**config.mk**
```make
export PLATFORM = sky130hd
export DESIGN_NAME = divider
export DESIGN_NICKNAME = d
export VERILOG_FILES = /design/src/rtl/eq_pkg.sv /design/src/rtl/divider.sv
export SDC_FILE = /design/constraint.sdc
export NUM_CORES = 1
export LEC_CHECK = 0
export CAP_MARGIN = 25
export CORE_UTILIZATION = 58
export DETAILED_ROUTE_END_ITERATION = 8
export GPL_TIMING_DRIVEN = 0
export PLACE_DENSITY = 0.81
export SYNTH_ARGS = -nofsm -noshare
export SYNTH_HDL_FRONTEND = slang
export SYNTH_SLANG_ARGS = --single-unit
```
**constraint.sdc**
```tcl
create_clock -name clk -period 3 [get_ports clk]
set_input_delay 0.6 -clock clk [delete_from_list [all_inputs] [get_ports clk]]
set_output_delay 0.6 -clock clk [all_outputs]
set_load 0.05 [all_outputs]
```
**src/rtl/eq_pkg.sv**
```systemverilog
// Shared constants and types for the divider: default operand width and FSM state encoding.
package eq_pkg;

    localparam int DIV_WIDTH = 16;

    typedef enum logic [1:0] {
        IDLE = 2'd0,
        CALC = 2'd1,
        DONE = 2'd2
    } div_state_t;

endpackage

```
**src/rtl/divider.sv**
```systemverilog
// Iterative signed divider: one restoring step per cycle on operand magnitudes,
// sign correction and saturation applied once when the result is committed.
module divider
    import eq_pkg::*;
#(
    parameter int WIDTH = DIV_WIDTH
) (
    input  logic             clk,
    input  logic             rst,
    input  logic             start,
    input  logic [WIDTH-1:0] a,
    input  logic [WIDTH-1:0] b,
    output logic [WIDTH-1:0] q,
    output logic [WIDTH-1:0] r,
    output logic             busy,
    output logic             done,
    output logic             dbz
);

    localparam int               CW        = $clog2(WIDTH + 1);
    localparam logic [CW-1:0]    LAST_STEP = CW'(WIDTH);
    localparam logic [CW-1:0]    CNT_ONE   = CW'(1);
    localparam logic [WIDTH-1:0] Q_MAX     = {1'b0, {(WIDTH-1){1'b1}}};
    localparam logic [WIDTH-1:0] Q_MIN     = {1'b1, {(WIDTH-1){1'b0}}};

    div_state_t       state_reg;
    logic [CW-1:0]    cnt_reg;
    logic [WIDTH:0]   rem_reg;
    logic [WIDTH:0]   bm_reg;
    logic [WIDTH-1:0] dq_reg;
    logic [WIDTH-1:0] a_reg;
    logic             a_neg_reg;
    logic             b_neg_reg;
    logic             dbz_pend_reg;
    logic [WIDTH-1:0] q_reg;
    logic [WIDTH-1:0] r_reg;
    logic             busy_reg;
    logic             done_reg;
    logic             dbz_reg;

    logic [WIDTH-1:0] a_abs;
    logic [WIDTH-1:0] b_abs;
    logic [WIDTH+1:0] diff;
    logic [WIDTH:0]   rem_next;
    logic [WIDTH-1:0] dq_next;
    logic             q_neg;
    logic [WIDTH-1:0] q_fix;
    logic [WIDTH-1:0] r_fix;

    always_comb begin
        a_abs = a[WIDTH-1] ? -a : a;
        b_abs = b[WIDTH-1] ? -b : b;

        // Shift the next dividend bit into the partial remainder and trial-subtract.
        diff = {rem_reg, dq_reg[WIDTH-1]} - {1'b0, bm_reg};
        if (!diff[WIDTH+1]) begin
            rem_next = diff[WIDTH:0];
            dq_next  = {dq_reg[WIDTH-2:0], 1'b1};
        end else begin
            rem_next = {rem_reg[WIDTH-1:0], dq_reg[WIDTH-1]};
            dq_next  = {dq_reg[WIDTH-2:0], 1'b0};
        end

        // A positive quotient with the top bit set only arises from MIN / -1.
        q_neg = a_neg_reg ^ b_neg_reg;
        if (!q_neg && dq_reg[WIDTH-1]) begin
            q_fix = Q_MAX;
        end else begin
            q_fix = q_neg ? -dq_reg : dq_reg;
        end
        r_fix = a_neg_reg ? -rem_reg[WIDTH-1:0] : rem_reg[WIDTH-1:0];
    end

    always_ff @(posedge clk or negedge rst) begin
        if (!rst) begin
            state_reg    <= IDLE;
            cnt_reg      <= '0;
            rem_reg      <= '0;
            bm_reg       <= '0;
            dq_reg       <= '0;
            a_reg        <= '0;
            a_neg_reg    <= 1'b0;
            b_neg_reg    <= 1'b0;
            dbz_pend_reg <= 1'b0;
            q_reg        <= '0;
            r_reg        <= '0;
            busy_reg     <= 1'b0;
            done_reg     <= 1'b0;
            dbz_reg      <= 1'b0;
        end else begin
            done_reg <= 1'b0;
            case (state_reg)
                IDLE, DONE: begin
                    if (start) begin
                        state_reg    <= CALC;
                        cnt_reg      <= '0;
                        rem_reg      <= '0;
                        bm_reg       <= {1'b0, b_abs};
                        dq_reg       <= a_abs;
                        a_reg        <= a;
                        a_neg_reg    <= a[WIDTH-1];
                        b_neg_reg    <= b[WIDTH-1];
                        dbz_pend_reg <= (b == '0);
                        busy_reg     <= 1'b1;
                    end else begin
                        state_reg <= IDLE;
                    end
                end
                CALC: begin
                    if (dbz_pend_reg) begin
                        // Zero divisor: no iterations, result committed on the next edge.
                        state_reg <= DONE;
                        q_reg     <= a_neg_reg ? Q_MIN : Q_MAX;
                        r_reg     <= a_reg;
                        dbz_reg   <= 1'b1;
                        busy_reg  <= 1'b0;
                        done_reg  <= 1'b1;
                    end else if (cnt_reg == LAST_STEP) begin
                        state_reg <= DONE;
                        q_reg     <= q_fix;
                        r_reg     <= r_fix;
                        dbz_reg   <= 1'b0;
                        busy_reg  <= 1'b0;
                        done_reg  <= 1'b1;
                    end else begin
                        rem_reg <= rem_next;
                        dq_reg  <= dq_next;
                        cnt_reg <= cnt_reg + CNT_ONE;
                    end
                end
                default: begin
                    state_reg <= IDLE;
                    busy_reg  <= 1'b0;
                end
            endcase
        end
    end

    assign q    = q_reg;
    assign r    = r_reg;
    assign busy = busy_reg;
    assign done = done_reg;
    assign dbz  = dbz_reg;

endmodule

```
==> flow_metrics.tcl, run 1 <==
set metrics [dict create \
    antennaDiodeCount 0 \
    io_pins 70 \
    tightest_slew_ns 0.6702 \
    start_util 0.6050 \
    critPathBufInv 1 \
    setup_viol 0 \
    cp-end-kind "register" \
    yosys.area.top_type "dfrtp_1" \
    drive_gt1_frac 0.04735 \
    maxCapViolCount 0 \
    wirelength_mm 18.71 \
    worstPathArrival_ns 3.15 \
    postCtsHoldBufs 0 \
    p_seq_frac 0.269 \
    hp-class "input port to async pin" \
    grt_pass1_vias 6114 \
    worst_setup_path_start_kind "register" \
    numPortBuffers 68 \
    grt_pass1_wl_mm 30.13 \
    antenna_found_initial 0 \
    power.share.clock 0.109 \
    ys_types 63 \
    swShare 0.5047 \
    fin_crit_sh 0.9771 \
    placementRows 38 \
    cts_sinks 109 \
    power_mw 10.78 \
    peakVddDrop_mv 0.8127 \
    yosysMostFrequentCell "nand2_1" \
    crit_path_max_incr_delay_ns 0.49 \
    worstSkewPairLatency_ns 0.36 \
    drtAntennaViolNets 0 \
    root_buffer "clkbuf_16" \
    yosysSeqAreaShare 0.4087 \
    postSynthCellCount 800 \
    first_iter_violations 544 \
    path_cells "ha_1, nor2_2, a211oi_4, a31oi_1, o311a_4, xor2_4, clkbuf_4, nand3_1, o311ai_0" \
    async_reset_ff_frac 1.000 \
    grt_max_degree 75 \
    syn-mean-instance-area_um2 8.342 \
    synth_fp_nets 858 \
    final_nets 940 \
    synthFlopType "dfrtp_1" \
    core_area_mm2 0.01103 \
    powerDensity_mw_per_mm2 1363 \
    crit_slowest_cell "dfrtp_1" \
    crit_family "compound AO/OA/AOI/OAI gates" \
    slew_violations 0 \
    cts_made_buffers 9 \
    synthTopCellsByCount "nand2_1, dfrtp_1, o21ai_0" \
    tritoncts "done" \
    clk_pin_slew_ns 0.08 \
    wire_per_inst_um 18.22 \
    finalSetupTns_ns 0 \
    grt.total_usage 0.3326 \
    largest_register_ffs 17 \
    htree_levels 3 \
    hold_viol 0 \
    p_int_mw 5.341 \
    synth.top_cell.area_share 0.4087 \
    crit_path_max_fanout 10 \
    syn_area_mm2 0.006674 \
    path_class "register to register" \
    cp.required_ns 3.22 \
    clk_path_buf_depth 2 \
    die_y_um 109.3 \
    vias 6391 \
    first_pass_iters 6 \
    leakagePower_nw 3.413 \
    die_w_um 109.3 \
    period_needed_ns 2.931 \
    yosys_warnings 0 \
    viasPerCell 6.223 \
    gp_congestion 0.9425 \
    die-area_mm2 0.01194 \
    synth-edff-count 0 \
    skew_ns 0.01288 \
    overflow 0 \
    status "finished, final reports clean" \
    fmax_mhz 341.2 \
    ys_ff_latch 109 \
    slew_headroom 0.5491 \
    synth.area.top_cells "dfrtp_1, nand2_1, o21ai_0" \
    areaGrowthSynthToFinish_pct 18.58 \
    p_switching_mw 5.442 \
    pwr-share-comb 0.622 \
    drc_errors 0 \
    dp_hpwl_mm 13.94 \
]
-- stage by stage --
| step | hold slack, ns | cells | setup slack (ns) | instance area (um^2) | util |
|---|---|---|---|---|---|
| after global routing | 0.2236 | 1027 | -0.005089 | 7914 | 0.7174 |
| after CTS | 0.2044 | 1027 | 0.08364 | 7881 | 0.7145 |
| after floorplan | 0.3044 | 800 | 0.5200 | 6674 | - |
| after global placement | 0.4597 | 1008 | -2.616 | 7530 | 0.6826 |
| final | 0.1801 | 1027 | 0.06883 | 7914 | 0.7174 |
| after detailed placement | 0.4612 | 1009 | -0.07473 | 7555 | 0.6849 |
-- worst paths after layout --
path / startpoint / to / slack, ns / cells past startpoint
min in group clk: q[6]$_DFFE_PN0P_ / q[6]$_DFFE_PN0P_ / 0.48 / 2
worst min-delay path: rst / cnt_reg[0]$_DFFE_PN0P_ / 0.18 / 1
max in group asynchronous: rst / rem_reg[0]$_DFFE_PN0P_ / 2.07 / 2
worst max register to register: rem_reg[7]$_DFFE_PN0P_ / rem_reg[8]$_DFFE_PN0P_ / 0.07 / 9
worst min register to register: q[6]$_DFFE_PN0P_ / q[6]$_DFFE_PN0P_ / 0.48 / 2
worst max-delay path: rem_reg[7]$_DFFE_PN0P_ / rem_reg[8]$_DFFE_PN0P_ / 0.07 / 9
-- layout by cell type (no fill, tap or decap), types with 4 or more instances in the layout --
cell             synthesis  final
o41ai_1                  7      7
o221ai_1                 5      5
nand4_1                  7      7
nor2b_1                 10     10
nand3b_1                 4      4
a31oi_1                 13     13
mux2i_1                  6      6
nor2_1                  57     56
clkbuf_16                0      9
nor4_1                   7      7
a21o_1                   4      4
o21ai_0                 94     94
o31ai_1                 14     14
nand2b_1                 6      6
nand2_1                149    149
o22ai_1                  4      4
or3_1                    9      9
nand3_1                 23     23
buf_1                    6      6
a21oi_1                 41     40
dfrtp_1                109    107
inv_1                   35     35
nor3_1                  12     12
clkbuf_1                33     32
a32o_1                   4      4
xor2_1                  42     42
clkdlybuf4s50_1          0     67
a22oi_1                 12     12
xnor2_1                 11     11
ha_1                    22     20
a32oi_1                  6      6
-- power groups by stage --
| stage | registers, mW | clock network (mW) | logic [mW] |
|---|---|---|---|
| detailed placement | 2.88 | 0 | 6.36 |
| finish | 2.90 | 1.17 | 6.71 |
| global placement | 2.84 | 0 | 6.19 |
| floorplan | 3.46 | 0 | 3.93 |
| CTS | 2.86 | 1.18 | 6.53 |
| global route | 3.00 | 1.24 | 7.35 |
-- metal layers --
metal	GRT usage	up-vias	share of wire
li1	-	2987	-
met5	0	-	0
met4	0.1133	0	0.027
met1	0.4325	3037	0.42
met2	0.5490	327	0.48
met3	0.07233	40	0.078
-- what timing repair did --
action / in CTS / in global routing
hold endpoints to repair: 0 / 0
setup buffers: 2 / 1
gates resized for setup: 2 / 7
gates cloned: 0 / 0
pin swaps: 0 / 2
setup endpoints to repair: 8 / 12
-- area by class of cell --
class	instances	area, um^2
clock inverter	6	52.55
clock buffer	10	239.0
buffer	41	160.2
multi-input combinational	613	3681
fill	916	3117
inverter	36	135.1
tap	140	175.2
sequential	109	2730
timing repair buffer	72	740.7
-- kinds of logic (layout without fill, tap and decap cells) --
family,Yosys count,in the layout,synth area share
buffers and inverters,78,165,0.04443
DFF,109,109,0.4087
xor gates and xnor gates,55,55,0.07612
adders and majority gates,23,23,0.04424
and+or+nand+nor,303,303,0.2060
muxes,6,6,0.008999
AOI/OAI and AO/OA,226,226,0.2115
No activity file was read; power rests on OpenSTA's default activity.
==> run 2, diff against run 1 <==
--- a/config.mk
+++ b/config.mk
@@ -10,6 +10,7 @@
 export DETAILED_ROUTE_END_ITERATION = 8
 export GPL_TIMING_DRIVEN = 0
 export PLACE_DENSITY = 0.81
+export SKIP_LAST_GASP = 1
 export SYNTH_ARGS = -nofsm -noshare
 export SYNTH_HDL_FRONTEND = slang
 export SYNTH_SLANG_ARGS = --single-unit
==> results of run 2 <==
Final layout, timing and power as in run 1 (identical DEF).
==> run 3, diff against run 2 <==
--- a/config.mk
+++ b/config.mk
@@ -7,6 +7,7 @@
 export LEC_CHECK = 0
 export CAP_MARGIN = 25
 export CORE_UTILIZATION = 58
+export CTS_CLUSTER_DIAMETER = 60
 export DETAILED_ROUTE_END_ITERATION = 8
 export GPL_TIMING_DRIVEN = 0
 export PLACE_DENSITY = 0.81
==> results of run 3 <==
Final layout, timing and power as in run 1 (identical DEF).
